File: src/rtl/counter_sync_reset.sv
// Free-running SIZE-bit up-counter with a one-cycle WRAP pulse on all-ones -> zero.
// Optional synchronous CLEAR input, enabled by defining COUNTER_SYNC_CLEAR_EN.
module counter_sync_reset #(
    parameter int SIZE = 8
) (
    input  logic            CLK,
    input  logic            RESET,
    input  logic            ENABLE,
`ifdef COUNTER_SYNC_CLEAR_EN
    input  logic            CLEAR,
`endif
    output logic [SIZE-1:0] VALUE,
    output logic            WRAP
);

    if (SIZE < 1 || SIZE > 32) begin : g_bad_size
        $error("counter_sync_reset: SIZE must be in 1..32");
    end

    logic [SIZE-1:0] value_q, value_d;
    logic            wrap_q, wrap_d;
    logic [SIZE:0]   sum;

    // The carry out of the MSB is the wrap indication; nothing else consumes it.
    assign sum = {1'b0, value_q} + {{SIZE{1'b0}}, 1'b1};

    always_comb begin
        value_d = value_q;
        wrap_d  = 1'b0;
`ifdef COUNTER_SYNC_CLEAR_EN
        if (CLEAR) begin
            value_d = '0;
            wrap_d  = 1'b0;
        end else if (ENABLE) begin
            value_d = sum[SIZE-1:0];
            wrap_d  = sum[SIZE];
        end
`else
        if (ENABLE) begin
            value_d = sum[SIZE-1:0];
            wrap_d  = sum[SIZE];
        end
`endif
    end

    always_ff @(posedge CLK or posedge RESET) begin
        if (RESET) begin
            value_q <= '0;
            wrap_q  <= 1'b0;
        end else begin
            value_q <= value_d;
            wrap_q  <= wrap_d;
        end
    end

    assign VALUE = value_q;
    assign WRAP  = wrap_q;

endmodule

File: config.mk
export PLATFORM = sky130hd
export DESIGN_NAME = counter_sync_reset
export DESIGN_NICKNAME = d
export VERILOG_FILES = /design/src/rtl/counter_sync_reset.sv
export SDC_FILE = /design/constraint.sdc
export NUM_CORES = 1
export LEC_CHECK = 0
export BUFFER_PORTS_ARGS = -buffer_cell sky130_fd_sc_hd__buf_4
export CORE_AREA = 2 2 39 41
export CTS_CLUSTER_SIZE = 10
export DETAILED_ROUTE_END_ITERATION = 10
export DIE_AREA = 0 0 41 43
export HOLD_SLACK_MARGIN = 0.12
export SYNTH_ARGS = -nofsm -noshare
export SYNTH_HDL_FRONTEND = slang
export SYNTH_SLANG_ARGS = --single-unit
File: constraint.sdc
create_clock -name CLK -period 1.3 [get_ports CLK]
set_input_delay 0.13 -clock CLK [delete_from_list [all_inputs] [get_ports CLK]]
set_output_delay 0.13 -clock CLK [all_outputs]
set_load 0.1 [all_outputs]
==> results.py <==
metrics = {
    "outcome": {
        "status": "finished, final reports clean",
    },
    "timing": {
        "fin_worst_skew_ps": 4.72,
        "final-setup-viol-count": 0,
        "slew_headroom_pct": 75.7,
        "finalCriticalPeriod_ps": 1140,
        "fin_crit_sh_pct": 88.1,
        "hold_viol": 0,
        "clock.fmax_mhz": 874,
        "tns_ps": 0,
        "rsz0062_at_grt": "no",
        "max_slew.worst_pin.slew_ps": 364,
        "drv_slew": 0,
    },
    "yosys": {
        "avgSynthCellArea_um2": 12.6,
        "syn_area_um2": 378,
        "yosysTopAreaCell": "dfrtp_1",
        "ys_seq_area_share_pct": 59.6,
        "post_synth_main_area_contributors": "dfrtp_1 60%, xnor2_1 9.3%, xor2_1 7.0%, ha_1 3.3%, nand4_2 3.3%",
        "synthCells": 30,
        "yosys.cell_types.count": 13,
        "syn_nets": 34,
        "synth.top_cell.area_share_pct": 59.6,
        "ys_seq_elements": 9,
        "yosysWarnings": 0,
    },
    "floorplanning": {
        "dieArea_um2": 1760,
        "start_util_pct": 27.3,
        "num_rows": 14,
        "die_h_um": 43,
        "ioPinCount": 12,
        "core_area_um2": 1380,
        "die_w_um": 41,
    },
    "cells_and_area": {
        "synthToLayoutAreaGrowth_pct": 47.0,
        "regArea_um2": 241,
        "layout.cells.most_common": "buf_4",
        "postLayoutCoreUtil_pct": 40.1,
        "diodes": 0,
        "most-common-layout-cells": "11 x buf_4, 4 x dfrtp_2, 4 x xnor2_1",
        "fillCellCount": 149,
        "multi_input_area_um2": 158,
        "drive_gt1_share_pct": 53.2,
        "fin_nets": 52,
    },
    "route": {
        "drt-pass1-iter-count": 2,
        "viasPerCell": 4.40,
        "routedWlPerCell_um": 11.0,
        "drc": 0,
        "routed_wl_um": 692,
        "drt.antenna.violating_nets": 0,
        "num_vias": 277,
        "drt-initial-drc-count": 3,
    },
    "worst_setup_path": {
        "worstSetupPathType": "reg2out",
        "cpLargestDelayFamily": "flip-flops",
        "cp_max_fo": 4,
        "cp_num_buf_inv": 1,
        "crit_required_ps": 1170,
        "end_kind": "output pin",
        "reg2reg_setup_slack_ps": 190,
        "startpoint_type": "flip-flop",
        "crit_arrival_ps": 1010,
        "slowest_stage": "dfrtp_4",
        "max_stage_delay_ps": 510,
        "worstPathCellList": "buf_4",
    },
    "global_route": {
        "grt_most_used_layer": "met1",
        "grt_max_degree": 10,
        "grt_antenna_before_repair": 0,
        "grt_pass1_wl_mm": 1.10,
        "grt_overflow": 0,
        "grtUsageMet2_pct": 12.8,
        "grt_pass1_vias": 257,
        "grt_util_met3_pct": 3.14,
        "track_usage_pct": 9.32,
        "grt_use_met1_pct": 12.9,
    },
    "clock_network": {
        "clock_latency_ps": 250,
        "cts.sinks": 9,
        "path_clk_slew_ps": 60,
        "ctsResizeCount": 0,
        "htreeDepth": 1,
        "cts_buffers": 3,
        "cts_buffer_depth": 2,
        "ctsRootBufferMaster": "clkbuf_4",
        "cts_tree": "done",
    },
    "worst_hold_path": {
        "hold_path.class": "in2async",
    },
    "flow_run": {
        "drv_cap": 0,
    },
    "placement": {
        "portBuffers": 11,
        "routabilityCongestion": 0.687,
    },
}
worst min-delay path, cell delays in order:
cell and delay [ps]:
dlygate4sd3_1 530, buf_4 130, inv_1 270
layout make-up:
type | instances | share of cell area (%)
Multi-Input combinational cell | 19 | 28.4
Timing Repair Buffer | 13 | 18.5
Tap cell | 16 | 3.60
Inverter | 2 | 1.35
Clock buffer | 4 | 4.73
Sequential cell | 9 | 43.5
timing repair:
action                                  4_1_cts  5_1_grt
endpoints found under the setup margin        0        0
hold buffers                                  2        0
hold endpoints to repair                     10        0
buffers inserted                              0        0
synthesized netlist by cell type, drive strengths merged:
master and n:
dfrtp 9, nor2 2, ha 1, xor2 3, and3 1, inv 2, nor3 1, nand4 2
nand2 2, nand3 2, xnor2 4, mux2 1
flip-flops by register name (all words and copies together), names as in the netlist:
signal,flops
VALUE,8
WRAP,1
cells by family after synthesis:
family | share of synthesized area, %
AND/OR/NAND/NOR | 15.9
flip-flops | 59.6
XOR/XNOR | 16.2
buffers and inverters | 1.99
multiplexers | 2.98
adder cells (fa/ha/maj) | 3.31
per-layer routing:
layer,share of wire [%],vias up,wire length [um]
met2,49,8,337
met4,0,0,0
met5,0,-,0
met1,45,137,311
li1,-,132,-
met3,6.2,0,43
final timing paths:
kind                                       from                   end  cells after the start
hold reg to reg            VALUE[5]$_DFFE_PP0P_  VALUE[5]$_DFFE_PP0P_                      1
min in group CLK           VALUE[5]$_DFFE_PP0P_  VALUE[5]$_DFFE_PP0P_                      1
setup reg to reg           VALUE[0]$_DFFE_PP0P_  VALUE[1]$_DFFE_PP0P_                      2
max in group asynchronous                 RESET  VALUE[2]$_DFFE_PP0P_                      3
setup / recovery           VALUE[0]$_DFFE_PP0P_              VALUE[0]                      1
hold / removal                            RESET        WRAP$_DFF_PP0_                      3
stage by stage:
| stage | instance area, um^2 | setup WS [ps] | hold WS (ps) | instances |
|---|---|---|---|---|
| 6_report | 556 | 155 | 394 | 63 |
| 5_1_grt | 556 | 124 | 430 | 63 |
| 3_3_place_gp | 509 | 200 | 119 | 57 |
| 3_5_place_dp | 509 | 191 | 127 | 57 |
| 4_1_cts | 556 | 152 | 407 | 63 |
| 2_1_floorplan | 407 | 35.7 | -42.3 | 30 |
Power is not shown: default switching activity piles up to over one toggle a cycle in this logic, so the estimate is an artifact.
